File: src/rtl/cordic_phase_source.sv
// Head of the sine CORDIC pipeline: NCO with sample-rate divider, emitting rotator seed vectors and quarter codes.
// One cycle from tick to valid_o; no backpressure, as downstream rotators never stall.
module cordic_phase_source #(
  parameter int width_data  = 12,
  parameter int width_angle = 16,
  parameter int x_init      = 2487,
  parameter int div_ratio   = 1
) (
  input  logic                          clk,
  input  logic                          rst,
  input  logic                          en,
  input  logic                          sync_i,
  input  logic                          freq_we,
  input  logic [width_angle+1:0]        freq_i,
  input  logic [width_angle+1:0]        phase_ofs_i,
  output logic signed [width_data:0]    x_o,
  output logic signed [width_data:0]    y_o,
  output logic signed [width_angle:0]   z_o,
  output logic [1:0]                    quarter_o,
  output logic                          valid_o
);

  localparam int W = width_angle + 2;
  localparam logic [15:0] div_last = 16'(div_ratio - 1);
  localparam logic signed [width_data:0] x_seed = (width_data + 1)'(x_init);

  logic [W-1:0] acc;
  logic [W-1:0] freq_reg;
  logic [W-1:0] phase;
  logic [15:0]  div_cnt;
  logic         tick;

  assign tick  = en & ~sync_i & (div_cnt == div_last);
  // Truncation to W bits is the modulo-one-turn wrap.
  assign phase = acc + phase_ofs_i;

  always_ff @(posedge clk) begin
    if (rst) begin
      freq_reg <= '0;
    end else if (freq_we) begin
      freq_reg <= freq_i;
    end
  end

  always_ff @(posedge clk) begin
    if (rst) begin
      acc     <= '0;
      div_cnt <= '0;
    end else if (sync_i) begin
      acc     <= '0;
      div_cnt <= '0;
    end else if (en) begin
      div_cnt <= tick ? 16'd0 : div_cnt + 16'd1;
      if (tick) begin
        acc <= acc + freq_reg;
      end
    end
  end

  // Quarter goes down the pipe for sign/swap folding; rotators only see the in-quarter angle.
  always_ff @(posedge clk) begin
    if (rst) begin
      x_o       <= '0;
      y_o       <= '0;
      z_o       <= '0;
      quarter_o <= '0;
      valid_o   <= 1'b0;
    end else begin
      valid_o <= tick;
      if (tick) begin
        x_o       <= x_seed;
        y_o       <= '0;
        z_o       <= {1'b0, phase[W-3:0]};
        quarter_o <= phase[W-1:W-2];
      end
    end
  end

endmodule

File: config.mk
export PLATFORM = sky130hd
export DESIGN_NAME = cordic_phase_source
export DESIGN_NICKNAME = d
export VERILOG_FILES = /design/src/rtl/cordic_phase_source.sv
export SDC_FILE = /design/constraint.sdc
export NUM_CORES = 1
export LEC_CHECK = 0
export ABC_CLOCK_PERIOD_IN_PS = 2300
export BUFFER_PORTS_ARGS = -buffer_cell sky130_fd_sc_hd__buf_2
export CORE_MARGIN = 1
export CORE_UTILIZATION = 51
export CTS_CLUSTER_DIAMETER = 150
export DETAILED_ROUTE_END_ITERATION = 16
export PLACE_DENSITY = 0.84
export SLEW_MARGIN = 20
export SYNTH_ARGS = -nofsm -noshare
export SYNTH_HDL_FRONTEND = slang
export SYNTH_SLANG_ARGS = --single-unit
File: constraint.sdc
create_clock -name clk -period 2.3 [get_ports clk]
set_input_delay 0 -clock clk [delete_from_list [all_inputs] [get_ports clk]]
set_output_delay 0 -clock clk [all_outputs]
set_load 0.005 [all_outputs]
==> results of run 1 <==
-- through the flow --
step / instance area, sq um / instances / hold WS, ps / util, %
floorplan: 4640 / 579 / 147 / -
global placement: 4930 / 721 / 237 / 56.5
detailed placement: 4930 / 721 / 244 / 56.5
CTS: 5440 / 758 / 63.1 / 62.4
global route: 5510 / 760 / 66.2 / 63.1
finish: 5510 / 761 / 53.8 / 63.2
-- cells by family (layout without fill, tap and decap cells) --
group,after synthesis,count (layout),share of synthesized area (%)
xor+xnor,31,31,5.94
mux,21,21,4.60
flops,72,72,31.5
other cells,1,20,0.0820
buf+inv,60,133,7.66
simple gates,215,215,22.7
compound gates,123,123,16.8
fa+ha+maj,38,38,10.7
-- layer usage --
| layer | part of all wire (%) | up-vias | global-route usage [%] |
|---|---|---|---|
| li1 | - | 2120 | - |
| met1 | 43 | 2064 | 29.0 |
| met2 | 48 | 171 | 41.5 |
| met3 | 5.2 | 38 | 3.90 |
| met4 | 3.8 | 0 | 11.5 |
| met5 | 0 | - | 0 |
-- critical path: stages, from the launching register on --
cell and delay [ps]:
dfxtp_4 370, ha_2 200, inv_1 60, fa_2 350, nor2b_2 150, o2111ai_2 150, nand2_1 140, a31oi_1 120
o21ai_1 210, mux2i_1 100, a311o_1 310
-- how the worst max path moves through the flow --
stage / endpoint / cells after the start
after floorplan: z_o[10]$_SDFFE_PP0P_ / 10
after detailed placement: z_o[10]$_SDFFE_PP0P_ / 10
after global routing: acc[10]$_SDFFE_PP0P_ / 10
after global placement: z_o[10]$_SDFFE_PP0P_ / 10
after CTS: acc[10]$_SDFFE_PP0P_ / 10
final: acc[10]$_SDFFE_PP0P_ / 10
-- cell type report --
type / instances / area [sq um] / share of cell area, %
clock buffers: 11 / 141 / 2.57
inverters: 13 / 48.8 / 0.886
multi-input cells: 447 / 2950 / 53.5
repair buffers: 104 / 677 / 12.3
clock inverters: 5 / 104 / 1.89
diodes: 1 / 2.50 / 0.0454
flip-flops and latches: 72 / 1450 / 26.3
well taps: 108 / 135 / 2.45
-- cell usage after synthesis, drive strengths merged, types with 10 or more instances --
cell,number,area share [%]
mux2i,21,4.6
a21o,12,2.0
dfxtp,72,32
xor2,18,3.4
clkbuf,11,0.90
inv,13,1.1
nand4,12,1.6
a21oi,54,5.9
nor2,52,4.3
xnor2,13,2.5
and3,10,1.4
ha,36,9.9
nand2,71,5.8
buf,36,5.7
nor3,12,1.4
o21ai,19,2.2
nand3,24,2.7
-- where the power goes --
part,total [W],internal [W],switching (W)
logic,0.000398,0.000174,0.000223
clock network,0.00124,0.000751,0.000492
registers,0.00132,0.00129,0.0000294
-- repair_timing --
action,in CTS,in global routing
endpoints found under the hold margin,20,0
setup buffers,2,2
resized for setup,14,17
endpoints found under the setup margin,5,12
hold buffers,19,0
gates cloned,0,0
pin swaps,5,8
==> results.toml, run 1 <==
[outcome]
status = "completed"

[worst_setup_path]
reg2reg_depth = 10
cp-start-kind = "register"
r2r-end = "acc[10]$_SDFFE_PP0P_"
r2r-start = "acc[0]$_SDFFE_PP0P_"
crit_path_end_kind = "register"
crit_fanout = 3
crit_type = "register to register"
cp_data_arrival_time_ps = 2540
critPathLaunch = "acc[0]$_SDFFE_PP0P_"
crit_required_ps = 2550
r2r_slack_ps = 10

[clocking]
cts.path.max_buffers = 2
clk_pin_slew_ps = 80
htree_levels = 3
cts_tree = "built"
cts-buffers-inserted = 9
cts_root_buf = "clkbuf_8"
clk_latency_ps = 360
cts.sinks = 72

[placement]
pre_cts_ws_ps = -72.7
port_buffers = 67
place_congestion = 0.982
dp_hpwl_mm = 7.74

[global_route]
grt_pass1_wl_mm = 18.6
grt_max_degree = 41
antenna_found_initial = 0
grt_usage_pct = 24.0
grt_overflow = 0
grt_pass1_vias = 4125

[yosys]
async_flop_share_pct = 0
ys_seq_area_share_pct = 31.5
synth_edf_count = 0
ys_warn_count = 0
syn_avg_cell_area_sq_um = 8.15
synthFlopType = "dfxtp_1"
synth.distinct_cells = 58
synth_cells = 561
ys_seq_elements = 72
syn_area_sq_um = 4570

[die]
fp.dieW_microns = 96.7
initial_core_util_pct = 52.4
die_h_microns = 96.7
core-area_sq_um = 8720
io_pins = 87
die-area_sq_um = 9350
num_rows = 34

[routing]
route.detailed.drc = 0
avgViaCountPerCell = 5.77
drt-total-wl_mm = 11.3
drtIter0Drc = 307
wl_per_cell_microns = 14.9
dr.pass1.iters = 4
ant_nets = 0
via_count = 4393

[power]
p_leak_nw = 2.52
power_density_nw_per_um2 = 537
peakVddDrop_v = 0.000304
total_power_w = 0.00296

[layout]
drive_above_1_share_pct = 20.4
final_cell_mix = "nand2_1 (71), dfxtp_1 (67), buf_2 (67)"
num-fill-cells = 690
syn_to_final_growth_pct = 20.5
fin_nets = 726
final_common_cell = "nand2_1"

[min_path]
holdCritStartpoint = "phase_ofs_i[0]"
min_path_cells = 4
whs_endpoint = "z_o[0]$_SDFFE_PP0P_"
min_path_type = "input pin to register"

[run]
cap_violations = 0

[timing]
final.period_utilization_pct = 99.5
hold_viol = 0
skew_ps = 7.88
setup-tns-final_ps = 0
setup_ws_ps = 11.2
finalCriticalPeriod_ps = 2290
setup_violations = 0
tightest_slew_ps = 677
slew_violations = 0
rsz0062_at_grt = "true"
slew-limit-headroom_pct = 54.7
max_freq_ghz = 0.437
(Power assumes the default switching activity.)
==> inputs of run 2 (changes only) <==
--- a/config.mk
+++ b/config.mk
@@ -5,13 +5,13 @@
 export SDC_FILE = /design/constraint.sdc
 export NUM_CORES = 1
 export LEC_CHECK = 0
-export ABC_CLOCK_PERIOD_IN_PS = 2300
+export ABC_CLOCK_PERIOD_IN_PS = 2900
 export BUFFER_PORTS_ARGS = -buffer_cell sky130_fd_sc_hd__buf_2
 export CORE_MARGIN = 1
-export CORE_UTILIZATION = 51
+export CORE_UTILIZATION = 55
 export CTS_CLUSTER_DIAMETER = 150
 export DETAILED_ROUTE_END_ITERATION = 16
-export PLACE_DENSITY = 0.84
+export PLACE_DENSITY = 0.86
 export SLEW_MARGIN = 20
 export SYNTH_ARGS = -nofsm -noshare
 export SYNTH_HDL_FRONTEND = slang
==> constraint.sdc (replaced) <==
create_clock -name clk -period 2.9 [get_ports clk]
set_input_delay 0 -clock clk [delete_from_list [all_inputs] [get_ports clk]]
set_output_delay 0 -clock clk [all_outputs]
set_load 0.005 [all_outputs]
==> run 2 against run 1 <==
Net effect:
- clock power decreased by 20%
- critical path depth unchanged
- setup slack improved by 380 ps
- via count decreased by 3.6%
- core utilization increased by 3.7 points
- sequential power decreased by 21%
- wire length decreased by 5.4%
- count of clock-buffer cells in the layout unchanged
- flip-flop and latch count unchanged
- largest cell class unchanged
==> results.toml, run 2 (synthesis results as in run 1) <==
[global_route]
antenna_found_initial = 0
grt_max_degree = 41
grt_pass1_wl_mm = 17.7
grt_overflow = 0
grt_pass1_vias = 4012
top_usage_layer = "met2"
gr-usage-met2_pct = 43.8
grt_use_met3_pct = 4.80
grt_util_met1_pct = 30.6
grt_usage_pct = 25.5

[clocking]
cts.sinks = 72
cts-buffers-inserted = 9
clk_pin_slew_ps = 80
htree_levels = 3
clk_latency_ps = 360
cts_root_buf = "clkbuf_8"
cts_resized = 0
cts.path.max_buffers = 2
cts_tree = "built"

[worst_setup_path]
r2r-start = "acc[0]$_SDFFE_PP0P_"
path_delay_family = "compound AO/OA/AOI/OAI gates"
cp_data_arrival_time_ps = 2750
critPathLaunch = "acc[0]$_SDFFE_PP0P_"
reg2reg_depth = 10
r2r_slack_ps = 390
crit_chain = "ha_1, inv_1, fa_1, nor2b_1, o2111ai_1, nand2_1, a31oi_1, o21ai_0, mux2i_1, a311o_1"
cpPeakStageDelay_ps = 370
crit_fanout = 3
cp.buffers_inverters = 1
r2r-end = "acc[10]$_SDFFE_PP0P_"
cp_slowest_cell = "fa_1"
crit_required_ps = 3140
crit_path_end_kind = "register"
cp-start-kind = "register"
crit_type = "register to register"

[die]
io_pins = 87
die-area_sq_um = 8680
fp.dieW_microns = 93.2
core-area_sq_um = 7890
initial_core_util_pct = 58.0
num_rows = 32
die_h_microns = 93.2

[routing]
dr.pass1.iters = 5
via_count = 4235
drtIter0Drc = 178
avgViaCountPerCell = 5.72
drt-total-wl_mm = 10.7
route.detailed.drc = 0
ant_nets = 0
wl_per_cell_microns = 14.5

[timing]
final.period_utilization_pct = 86.5
rsz0062_at_grt = "false"
setup-tns-final_ps = 0
slew_violations = 0
skew_ps = 10.1
hold_viol = 0
max_freq_ghz = 0.398
finalCriticalPeriod_ps = 2510
tightest_slew_ps = 757
setup_ws_ps = 390
setup_violations = 0
slew-limit-headroom_pct = 49.4

[outcome]
status = "completed"

[layout]
syn_to_final_growth_pct = 15.4
final_cell_count_no_fill = 740
final_cell_mix = "dfxtp_1 (72), nand2_1 (71), buf_2 (67)"
drive_above_1_share_pct = 15.7
final_common_cell = "dfxtp_1"
fin_nets = 712
antenna_cells = 0

[min_path]
min_path_type = "input pin to register"
holdCritStartpoint = "phase_ofs_i[0]"
min_path_cells = 4
whs_endpoint = "z_o[0]$_SDFFE_PP0P_"

[placement]
dp_hpwl_mm = 7.83
pre_cts_ws_ps = 478
post-place-cells = 705
port_buffers = 67
place_congestion = 0.973

[run]
cap_violations = 0

[power]
power_density_nw_per_um2 = 443
p_leak_nw = 2.45
peakVddDrop_v = 0.000276
total_power_w = 0.00234
[run 2: final cells by class]
type	count	area, sq um
fill	642	2610
clock inverter	5	103
multi-input combinational	447	2850
tap	102	128
timing repair buffer	90	556
sequential	72	1440
inverter	13	48.8
clock buffer	11	151
[run 2: repair_timing]
item                      4_1_cts  5_1_grt
setup buffers                   0        0
hold buffers                   19        0
hold endpoints to repair       20        0
[run 2: routing by layer]
metal,vias up,wire length [microns]
met4,0,308
met5,-,0
met1,1933,4620
met3,34,715
li1,2089,-
met2,179,5080
[run 2: how the worst max path moves through the flow]
stage                           end  cells after the start
6_report       acc[10]$_SDFFE_PP0P_                     10
5_1_grt        acc[17]$_SDFFE_PP0P_                      8
4_1_cts        z_o[10]$_SDFFE_PP0P_                     10
3_5_place_dp   z_o[10]$_SDFFE_PP0P_                     10
3_3_place_gp   z_o[10]$_SDFFE_PP0P_                     10
2_1_floorplan  z_o[10]$_SDFFE_PP0P_                     10
[run 2: through the flow]
stage	util (%)	hold slack [ps]	cell area (sq um)
after floorplan	-	147	4640
after global placement	61.2	238	4830
after detailed placement	61.2	245	4830
after CTS	66.9	58.3	5280
after global routing	66.9	86.9	5280
final	66.9	69.3	5280
[run 2: tightest hold or removal path, stage by stage]
cell	delay, ps
buf_2	80
ha_1	140
nand2_1	50
a21oi_1	120
[run 2: power by group]
group	leakage, nW	total (W)	internal [W]	switching [W]
Sequential	0.586	0.00104	0.00102	0.0000226
Combinational	1.74	0.000300	0.000130	0.000170
Clock	0.126	0.000994	0.000617	0.000378
